===== config.mk =====
export PLATFORM = sky130hd
export DESIGN_NAME = spi_cmd_ctrl_flat
export DESIGN_NICKNAME = d
export VERILOG_FILES = /design/src/rtl/spi_cmd_ctrl_if.sv /design/src/rtl/spi_cmd_ctrl.sv /design/src/flat_wrapper.sv
export SDC_FILE = /design/constraint.sdc
export NUM_CORES = 1
export LEC_CHECK = 0
export BUFFER_PORTS_ARGS = -buffer_cell sky130_fd_sc_hd__buf_2
export CAP_MARGIN = 20
export CORE_ASPECT_RATIO = 1.4
export CORE_MARGIN = 2
export CORE_UTILIZATION = 47
export CTS_CLUSTER_DIAMETER = 80
export DETAILED_ROUTE_END_ITERATION = 8
export PLACE_DENSITY = 0.86
export SYNTH_ARGS = -nofsm -noshare
export SYNTH_HDL_FRONTEND = slang
export SYNTH_SLANG_ARGS = --single-unit

===== constraint.sdc =====
create_clock -name i_clock -period 1.8 [get_ports i_clock]
set_input_delay 0.36 -clock i_clock [delete_from_list [all_inputs] [get_ports i_clock]]
set_output_delay 0.36 -clock i_clock [all_outputs]
set_load 0.01 [all_outputs]

===== src/rtl/spi_cmd_ctrl_if.sv =====
// Connection bundle between spi_cmd_ctrl, the SPI byte client and the register bus.
// The master modport is the sequencer's view; the slave modport is the surrounding logic's view.
interface spi_cmd_ctrl_if #(
  parameter int ADDR_W = 8
) ();
  logic              i_active;
  logic              i_rx_valid;
  logic              i_rx_start;
  logic [7:0]        i_rx_data;
  logic              o_tx_valid;
  logic              i_tx_ready;
  logic [7:0]        o_tx_data;
  logic [ADDR_W-1:0] o_bus_addr;
  logic              o_bus_wen;
  logic [7:0]        o_bus_wdata;
  logic              o_bus_ren;
  logic [7:0]        i_bus_rdata;
  logic              i_bus_rvalid;
  logic              o_err;

  modport master (
    input  i_active, i_rx_valid, i_rx_start, i_rx_data, i_tx_ready, i_bus_rdata, i_bus_rvalid,
    output o_tx_valid, o_tx_data, o_bus_addr, o_bus_wen, o_bus_wdata, o_bus_ren, o_err
  );

  modport slave (
    output i_active, i_rx_valid, i_rx_start, i_rx_data, i_tx_ready, i_bus_rdata, i_bus_rvalid,
    input  o_tx_valid, o_tx_data, o_bus_addr, o_bus_wen, o_bus_wdata, o_bus_ren, o_err
  );
endinterface


===== src/rtl/spi_cmd_ctrl.sv =====
// Command sequencer: decodes host bytes (cmd, addr, data...), drives the single-master register
// bus and returns read/status bytes to the SPI client. All outputs are registered.
module spi_cmd_ctrl #(
  parameter int ADDR_W     = 8,
  parameter int RD_TIMEOUT = 15
) (
  input  logic           i_clock,
  input  logic           i_reset,
  spi_cmd_ctrl_if.master bus_if
);

  localparam logic [2:0] ST_IDLE    = 3'd0;
  localparam logic [2:0] ST_ADDR    = 3'd1;
  localparam logic [2:0] ST_WDATA   = 3'd2;
  localparam logic [2:0] ST_RD_REQ  = 3'd3;
  localparam logic [2:0] ST_RD_WAIT = 3'd4;
  localparam logic [2:0] ST_RD_TX   = 3'd5;
  localparam logic [2:0] ST_DRAIN   = 3'd6;

  localparam logic [7:0] CMD_WRITE  = 8'h01;
  localparam logic [7:0] CMD_READ   = 8'h02;
  localparam logic [7:0] CMD_STATUS = 8'h05;

  localparam int TMO_W = $clog2(RD_TIMEOUT + 1);
  localparam logic [TMO_W-1:0] TMO_LAST = TMO_W'(RD_TIMEOUT);
  localparam logic [TMO_W-1:0] TMO_ONE  = TMO_W'(1);
  localparam logic [ADDR_W-1:0] ADDR_ONE = ADDR_W'(1);

  logic [2:0]        state_q,    state_d;
  logic              tx_valid_q, tx_valid_d;
  logic [7:0]        tx_data_q,  tx_data_d;
  logic [ADDR_W-1:0] addr_q,     addr_d;
  logic [7:0]        wdata_q,    wdata_d;
  logic              wen_q,      wen_d;
  logic              ren_q,      ren_d;
  logic              err_q,      err_d;
  logic              is_read_q,  is_read_d;
  logic [TMO_W-1:0]  tmo_q,      tmo_d;

  logic rx_byte_s;
  logic rx_cmd_s;

  assign rx_byte_s = bus_if.i_rx_valid;
  assign rx_cmd_s  = bus_if.i_rx_valid & bus_if.i_rx_start;

  // next-state: CS loss dominates, then a start byte resyncs, then the per-state sequencing
  always_comb begin
    state_d    = state_q;
    tx_valid_d = tx_valid_q;
    tx_data_d  = tx_data_q;
    addr_d     = addr_q;
    wdata_d    = wdata_q;
    wen_d      = 1'b0;
    ren_d      = 1'b0;
    err_d      = err_q;
    is_read_d  = is_read_q;
    tmo_d      = tmo_q;

    if (!bus_if.i_active) begin
      state_d    = ST_IDLE;
      tx_valid_d = 1'b0;
    end else if (rx_cmd_s) begin
      tx_valid_d = 1'b0;
      case (bus_if.i_rx_data)
        CMD_WRITE: begin
          is_read_d = 1'b0;
          state_d   = ST_ADDR;
        end
        CMD_READ: begin
          is_read_d = 1'b1;
          state_d   = ST_ADDR;
        end
        CMD_STATUS: begin
          tx_data_d  = {7'b0000000, err_q};
          tx_valid_d = 1'b1;
          err_d      = 1'b0;
          state_d    = ST_DRAIN;
        end
        default: begin
          err_d   = 1'b1;
          state_d = ST_DRAIN;
        end
      endcase
    end else begin
      case (state_q)
        ST_IDLE: begin
          state_d = ST_IDLE;
        end
        ST_ADDR: begin
          if (rx_byte_s) begin
            addr_d  = ADDR_W'(bus_if.i_rx_data);
            state_d = is_read_q ? ST_RD_REQ : ST_WDATA;
          end else begin
            state_d = ST_ADDR;
          end
        end
        ST_WDATA: begin
          // address advances on the cycle the strobe is visible, ready for the next byte
          if (wen_q) begin
            addr_d = addr_q + ADDR_ONE;
          end else begin
            addr_d = addr_q;
          end
          if (rx_byte_s) begin
            wdata_d = bus_if.i_rx_data;
            wen_d   = 1'b1;
          end else begin
            wen_d   = 1'b0;
          end
        end
        ST_RD_REQ: begin
          ren_d   = 1'b1;
          tmo_d   = '0;
          state_d = ST_RD_WAIT;
        end
        ST_RD_WAIT: begin
          if (bus_if.i_bus_rvalid) begin
            tx_data_d  = bus_if.i_bus_rdata;
            tx_valid_d = 1'b1;
            state_d    = ST_RD_TX;
          end else if (tmo_q == TMO_LAST) begin
            err_d   = 1'b1;
            state_d = ST_DRAIN;
          end else begin
            tmo_d = tmo_q + TMO_ONE;
          end
        end
        ST_RD_TX: begin
          if (bus_if.i_tx_ready) begin
            tx_valid_d = 1'b0;
            addr_d     = addr_q + ADDR_ONE;
            state_d    = ST_RD_REQ;
          end else begin
            state_d = ST_RD_TX;
          end
        end
        ST_DRAIN: begin
          if (bus_if.i_tx_ready) begin
            tx_valid_d = 1'b0;
          end else begin
            tx_valid_d = tx_valid_q;
          end
        end
        default: begin
          state_d    = ST_IDLE;
          tx_valid_d = 1'b0;
        end
      endcase
    end
  end

  // state and output registers with synchronous reset
  always_ff @(posedge i_clock) begin
    if (i_reset) begin
      state_q    <= ST_IDLE;
      tx_valid_q <= 1'b0;
      tx_data_q  <= 8'h00;
      addr_q     <= '0;
      wdata_q    <= 8'h00;
      wen_q      <= 1'b0;
      ren_q      <= 1'b0;
      err_q      <= 1'b0;
      is_read_q  <= 1'b0;
      tmo_q      <= '0;
    end else begin
      state_q    <= state_d;
      tx_valid_q <= tx_valid_d;
      tx_data_q  <= tx_data_d;
      addr_q     <= addr_d;
      wdata_q    <= wdata_d;
      wen_q      <= wen_d;
      ren_q      <= ren_d;
      err_q      <= err_d;
      is_read_q  <= is_read_d;
      tmo_q      <= tmo_d;
    end
  end

  assign bus_if.o_tx_valid  = tx_valid_q;
  assign bus_if.o_tx_data   = tx_data_q;
  assign bus_if.o_bus_addr  = addr_q;
  assign bus_if.o_bus_wen   = wen_q;
  assign bus_if.o_bus_wdata = wdata_q;
  assign bus_if.o_bus_ren   = ren_q;
  assign bus_if.o_err       = err_q;

endmodule


===== src/flat_wrapper.sv =====
// flat-port wrapper written by rule: the top's interface ports become plain ports
module spi_cmd_ctrl_flat 
#(
  parameter int ADDR_W     = 8,
  parameter int RD_TIMEOUT = 15
)
  (i_clock, i_reset, bus_if_i_active, bus_if_i_rx_valid, bus_if_i_rx_start, bus_if_i_rx_data, bus_if_i_tx_ready, bus_if_i_bus_rdata, bus_if_i_bus_rvalid, bus_if_o_tx_valid, bus_if_o_tx_data, bus_if_o_bus_addr, bus_if_o_bus_wen, bus_if_o_bus_wdata, bus_if_o_bus_ren, bus_if_o_err);
  spi_cmd_ctrl_if #(.ADDR_W(ADDR_W)) bus_if_i ();
  input  logic i_clock;
  input  logic i_reset;
  input wire logic [$bits(bus_if_i.i_active)-1:0] bus_if_i_active;
  input wire logic [$bits(bus_if_i.i_rx_valid)-1:0] bus_if_i_rx_valid;
  input wire logic [$bits(bus_if_i.i_rx_start)-1:0] bus_if_i_rx_start;
  input wire logic [$bits(bus_if_i.i_rx_data)-1:0] bus_if_i_rx_data;
  input wire logic [$bits(bus_if_i.i_tx_ready)-1:0] bus_if_i_tx_ready;
  input wire logic [$bits(bus_if_i.i_bus_rdata)-1:0] bus_if_i_bus_rdata;
  input wire logic [$bits(bus_if_i.i_bus_rvalid)-1:0] bus_if_i_bus_rvalid;
  output wire logic [$bits(bus_if_i.o_tx_valid)-1:0] bus_if_o_tx_valid;
  output wire logic [$bits(bus_if_i.o_tx_data)-1:0] bus_if_o_tx_data;
  output wire logic [$bits(bus_if_i.o_bus_addr)-1:0] bus_if_o_bus_addr;
  output wire logic [$bits(bus_if_i.o_bus_wen)-1:0] bus_if_o_bus_wen;
  output wire logic [$bits(bus_if_i.o_bus_wdata)-1:0] bus_if_o_bus_wdata;
  output wire logic [$bits(bus_if_i.o_bus_ren)-1:0] bus_if_o_bus_ren;
  output wire logic [$bits(bus_if_i.o_err)-1:0] bus_if_o_err;
  assign bus_if_i.i_active = bus_if_i_active;
  assign bus_if_i.i_rx_valid = bus_if_i_rx_valid;
  assign bus_if_i.i_rx_start = bus_if_i_rx_start;
  assign bus_if_i.i_rx_data = bus_if_i_rx_data;
  assign bus_if_i.i_tx_ready = bus_if_i_tx_ready;
  assign bus_if_i.i_bus_rdata = bus_if_i_bus_rdata;
  assign bus_if_i.i_bus_rvalid = bus_if_i_bus_rvalid;
  assign bus_if_o_tx_valid = bus_if_i.o_tx_valid;
  assign bus_if_o_tx_data = bus_if_i.o_tx_data;
  assign bus_if_o_bus_addr = bus_if_i.o_bus_addr;
  assign bus_if_o_bus_wen = bus_if_i.o_bus_wen;
  assign bus_if_o_bus_wdata = bus_if_i.o_bus_wdata;
  assign bus_if_o_bus_ren = bus_if_i.o_bus_ren;
  assign bus_if_o_err = bus_if_i.o_err;
  spi_cmd_ctrl #(.ADDR_W(ADDR_W), .RD_TIMEOUT(RD_TIMEOUT)) u_core (.i_clock(i_clock), .i_reset(i_reset), .bus_if(bus_if_i));
endmodule

Word level (Yosys, flattened, before mapping)
Cells that the tools add are included.

Memory bits (writable): 0. Latch bits: 0. Memory bits (read-only): 0. Memories: 0. Output and inout port bits: 28. Word-level logic and storage cells: 93. Input port bits: 23. Flip-flop bits (word level): 36.

Divide/modulo/power cells: 0. Reduce and logical (&&, ||, !) cells: 22. Mux-type cells: 32. Add/sub/neg operators: 2. Bitwise logic cells: 4. Shifts and indexed selects: 0. Order comparisons: 0. Equality and inequality tests: 23. Multiply operators: 0.

Operator list (count): 2-to-1 mux 8 bit (7); one-hot mux 8 bit (3 select lines) (1); 2-to-1 mux 3 bit (6); one-hot mux 3 bit (5 select lines) (1); != test 2 bit (second input constant) (6); 2-to-1 mux 1 bit (11); AND reduction 5 bit (2); nonzero test 2 bit (5); equality test 3 bit (second input constant) (3); adder 8 x 1 -> 8 bit (second input constant) (1); equality test 8 x 1 -> 1 bit (second input constant) (1); equality test 8 x 2 -> 1 bit (second input constant) (1); equality test 8 x 3 -> 1 bit (second input constant) (1); 2-to-1 mux 4 bit (2); != test 2 x 1 -> 1 bit (second input constant) (4); one-hot mux 4 bit (2 select lines) (1); AND reduction 4 bit (2); OR reduction 2 bit (4); OR reduction 4 bit (2); equality test 3 x 2 -> 1 bit (second input constant) (2); AND reduction 3 bit (2); AND reduction 6 bit (1); adder 4 x 1 -> 4 bit (second input constant) (1); equality test 4 bit (second input constant) (1); other kinds (12) (15).

Longest topological paths before layout
Depth after elaboration: 5. Gate-level depth with buffers: 6. Mapped depth without buffers: 5.

Least setup slack after synthesis
No wires, ideal clock.

Path type: input to register. Start point: input port bus_if_i_rx_data[3]. End point: register u_core.err_q, in the netlist u_core.bus_if.o_err. Stages on the path: 4. Arrival time: 1.724 ns. Path slack: -0.059 ns. Required time: 1.665 ns. Buffers on the path: 0. Library setup time: 0.135 ns. Cells stage by stage: or4_4 > or4_4 > a311oi_1 > a211oi_1.

Cells in the longest elaborated chain, start to end: 4. Elaborated cells on any way between the ends: 8. Classes of those cells: eq/ne: 4; mux: 2; reduce/logical: 2.

RTL lines: start, declared (line flat_wrapper.sv:14) `input wire logic [$bits(bus_if_i.i_rx_data)-1:0] bus_if_i_rx_data;`; equality test 8 x 1 -> 1 bit or equality test 8 x 2 -> 1 bit (tied branches) (line spi_cmd_ctrl.sv:64) `case (bus_if.i_rx_data)`; OR reduction 2 bit (no line); != test 2 bit (no line) or one-hot mux 1 bit (2 select lines) (tied branches); AND reduction 5 bit (no line) or 2-to-1 mux 1 bit (tied branches); end signal, assigned (line spi_cmd_ctrl.sv:173) `err_q <= err_d;`; end, declared (line spi_cmd_ctrl.sv:36) `logic err_q, err_d;`.

Parallel ways exist; a longest one is shown, timed or not. A chain may end at the register's enable or synchronous reset.

Final worst setup path
Start point: register u_core.state_q[1]. End point: register u_core.addr_q[6], in the netlist u_core.bus_if.o_bus_addr[6].

Cells in the longest elaborated chain, start to end: 3. Elaborated cells on any way between the ends: 9. Classes of those cells: eq/ne: 6; mux: 1; reduce/logical: 2.

RTL lines: start, declared (line spi_cmd_ctrl.sv:29) `logic [2:0] state_q, state_d;`; start signal, assigned (line spi_cmd_ctrl.sv:166) `state_q <= state_d;`; equality test 3 x 2 -> 1 bit (tied with other cells) (line spi_cmd_ctrl.sv:85) `case (state_q)`; != test 2 x 1 -> 1 bit (no line) (tied with other cells); AND reduction 6 bit (no line); end signal, assigned (line spi_cmd_ctrl.sv:169) `addr_q <= addr_d;`; end, declared (line spi_cmd_ctrl.sv:32) `logic [ADDR_W-1:0] addr_q, addr_d;`.

Parallel ways exist; a longest one is shown, timed or not.

==> flow_summary.toml <==
[global_routing]
grt_overflow = 0
grt_use_total_pct = 23.9
grt_max_degree = 21
grt_pass1_vias = 1896
grt_pass1_wl_um = 8430
antenna_found_initial = 0

[worst_setup_path]
r2r_end = "u_core.bus_if.o_bus_addr[6]$_SDFFE_PP0P_"
reg2reg_from = "u_core.state_q[1]$_SDFFE_PP0P_"
path_buf_inv = 2
worstSetupStartpointType = "flip-flop"
reg2regPathDepth = 6
cp_top_family = "compound AO/OA/AOI/OAI gates"
crit_path_end_kind = "flip-flop"
cpMostUsedCell = "buf_4"
arrival_ns = 1.94
max_stage_delay_ns = 0.43
path_class = "flip-flop to flip-flop"
timing.reg2reg.setup_slack_ns = 0.05
crit_chain = "buf_4 -> and4b_1 -> o31ai_1 -> buf_4 -> a21oi_1 -> o32ai_1"
crit_fanout = 10
cpMaxStageDelayCell = "dfxtp_2"
cp.required_ns = 2.00

[job]
drv_cap = 0

[floorplan]
ios = 51
die_area_sq_um = 4560
start_util_pct = 48.4
die_x_um = 57.7
coreArea_sq_um = 3920
fp.dieH_um = 79.1
row_count = 27

[clocking]
cts_buffer_depth = 2
cts_sinks = 36
clk_pin_slew_worst_paths_ns = 0.07
root_buffer = "clkbuf_8"
cts_setup_buffers = 0
clock_latency_ns = 0.29
numCtsBuffers = 5
htree_levels = 2
cts_tree = "yes"

[sta]
slew_headroom_pct = 68.4
max_freq_mhz = 572
period_share_pct = 97.2
tightest_slew_ns = 0.462
skew_ns = 0.00813
fin_setup_tns_ns = 0
finalHoldViolations = 0
whs_ns = 0.274
setup_viol = 0
drv_slew = 0
fin_crit_ns = 1.75

[synth]
ys.warnings.count = 0
ys_types = 52
synth_area_sq_um = 1900
avgSynthCellArea_sq_um = 8.74
ys_ff_latch = 36
synth_fp_nets = 242
synth_cells = 217
synth_ff_type = "dfxtp_1"
synth_edf_count = 0
async_reset_ff_share_pct = 0
synth_seq_area_share_pct = 38.0

[final_layout]
fin_util_pct = 64.0
final_cell_area_sq_um = 2510
drive_gt1_share_pct = 35.4
n_antenna_cell = 0
layout_commonest_cell = "buf_2"
syn2layout_area_growth_pct = 32.3
final_cell_mix = "buf_2, dfxtp_1, buf_4"
nets = 313

[placed_design]
dpl-instance-area_sq_um = 2360
port_buffers = 50
gp_congestion = 0.876
dpl.hpwl_um = 3910

[power_and_ir_drop]
p_leak_nw = 1.11
power_density_nw_per_um2 = 644
peakVddDrop_v = 0.000515
totalPowerFinal_mw = 1.62

[detailed_routing]
postRouteAntennaNets = 0
wirelength_um = 5390
num_vias = 2008
wl_per_cell_um = 16.3
via_per_inst = 6.07
drtPass1Iterations = 4
drtIter0Drc = 92
drc = 0

[worst_hold_path]
min_path_type = "input port to flip-flop"
hold_depth = 2
hold_start = "bus_if_i_bus_rdata[5]"
hold_end = "u_core.bus_if.o_tx_data[5]$_SDFFE_PP0P_"

[run_status]
status = "complete, no violations"
[worst max-delay path by stage]
| stage | startpoint | endpoint | slack (ns) | cells after the start |
|---|---|---|---|---|
| after floorplan | bus_if_i_rx_data[3] | u_core.bus_if.o_err$_SDFFE_PP0P_ | -0.01 | 4 |
| after global placement | bus_if_i_rx_data[3] | u_core.bus_if.o_err$_SDFFE_PP0P_ | -0.18 | 5 |
| after detailed placement | bus_if_i_rx_data[3] | u_core.bus_if.o_tx_data[7]$_SDFFE_PP0P_ | -0.21 | 5 |
| after CTS | u_core.state_q[2]$_SDFFE_PP0P_ | u_core.bus_if.o_bus_addr[4]$_SDFFE_PP0P_ | 0.02 | 5 |
| after global routing | u_core.state_q[2]$_SDFFE_PP0P_ | u_core.bus_if.o_bus_addr[0]$_SDFFE_PP0P_ | -0.04 | 5 |
| final | u_core.state_q[1]$_SDFFE_PP0P_ | u_core.bus_if.o_bus_addr[6]$_SDFFE_PP0P_ | 0.05 | 6 |
[through the flow]
step | worst slack, ns | std cells
after floorplan | -0.0108 | 217
after global placement | -0.178 | 324
after detailed placement | -0.208 | 324
after CTS | 0.0236 | 331
after global routing | -0.0388 | 331
final | 0.0513 | 331
[synth_stat cells (5+ instances only)]
cell / number / area [sq um]
a211oi_1: 5 / 37.5
a21oi_1: 13 / 65.1
a32o_1: 7 / 70.1
clkbuf_1: 9 / 33.8
dfxtp_1: 36 / 721
mux2i_1: 10 / 100
nand2_1: 23 / 86.3
nand3_1: 12 / 60.1
nor2_1: 17 / 63.8
nor3_1: 5 / 25.0
o32ai_1: 5 / 43.8
[cell families after synthesis]
kind of cell / after synthesis / share of synthesized area, %
buf+inv: 16 / 3.30
fa+ha+maj: 2 / 1.32
flops: 36 / 38.0
mux: 13 / 7.06
simple gates: 91 / 27.0
xor+xnor: 1 / 0.462
compound gates: 58 / 22.8
[power breakdown]
| part | internal [mW] | switching, mW | total (mW) |
|---|---|---|---|
| Clock | 0.341 | 0.277 | 0.617 |
| Sequential | 0.803 | 0.00674 | 0.810 |
| Combinational | 0.0831 | 0.105 | 0.189 |
[state kept, by name, indices dropped and copies added, names as in the netlist]
register and count:
u_core.is_read_q 1, u_core.bus_if.o_bus_ren 1, u_core.bus_if.o_tx_data 8, u_core.bus_if.o_err 1, u_core.tmo_q 4, u_core.bus_if.o_bus_addr 8
u_core.state_q 3, u_core.bus_if.o_tx_valid 1, u_core.bus_if.o_bus_wen 1, u_core.bus_if.o_bus_wdata 8
[worst register-to-register path, cell delays in order, from the launching register on]
cell and delay, ns:
dfxtp_2 0.43, buf_4 0.17, and4b_1 0.21, o31ai_1 0.41, buf_4 0.26, a21oi_1 0.06, o32ai_1 0.11
[layout make-up]
class | instances | area, sq um
tap | 43 | 53.8
fill | 312 | 1410
sequential | 36 | 722
inverter | 5 | 18.8
timing repair buffer | 75 | 450
clock buffer | 7 | 96.3
multi-input combinational | 165 | 1170
[metal layers]
layer	track usage [%]	wire, um	up-vias
li1	-	-	976
met1	25.7	2100	955
met2	43.0	2880	63
met3	4.23	264	14
met4	13.0	149	0
met5	0	0	-
[what timing repair did]
action,CTS,global route
setup endpoints to repair,2,16
gates resized for setup,1,9
hold endpoints to repair,0,0
pin swaps,0,2
hold buffers,0,0
(Power assumes the default switching activity.)
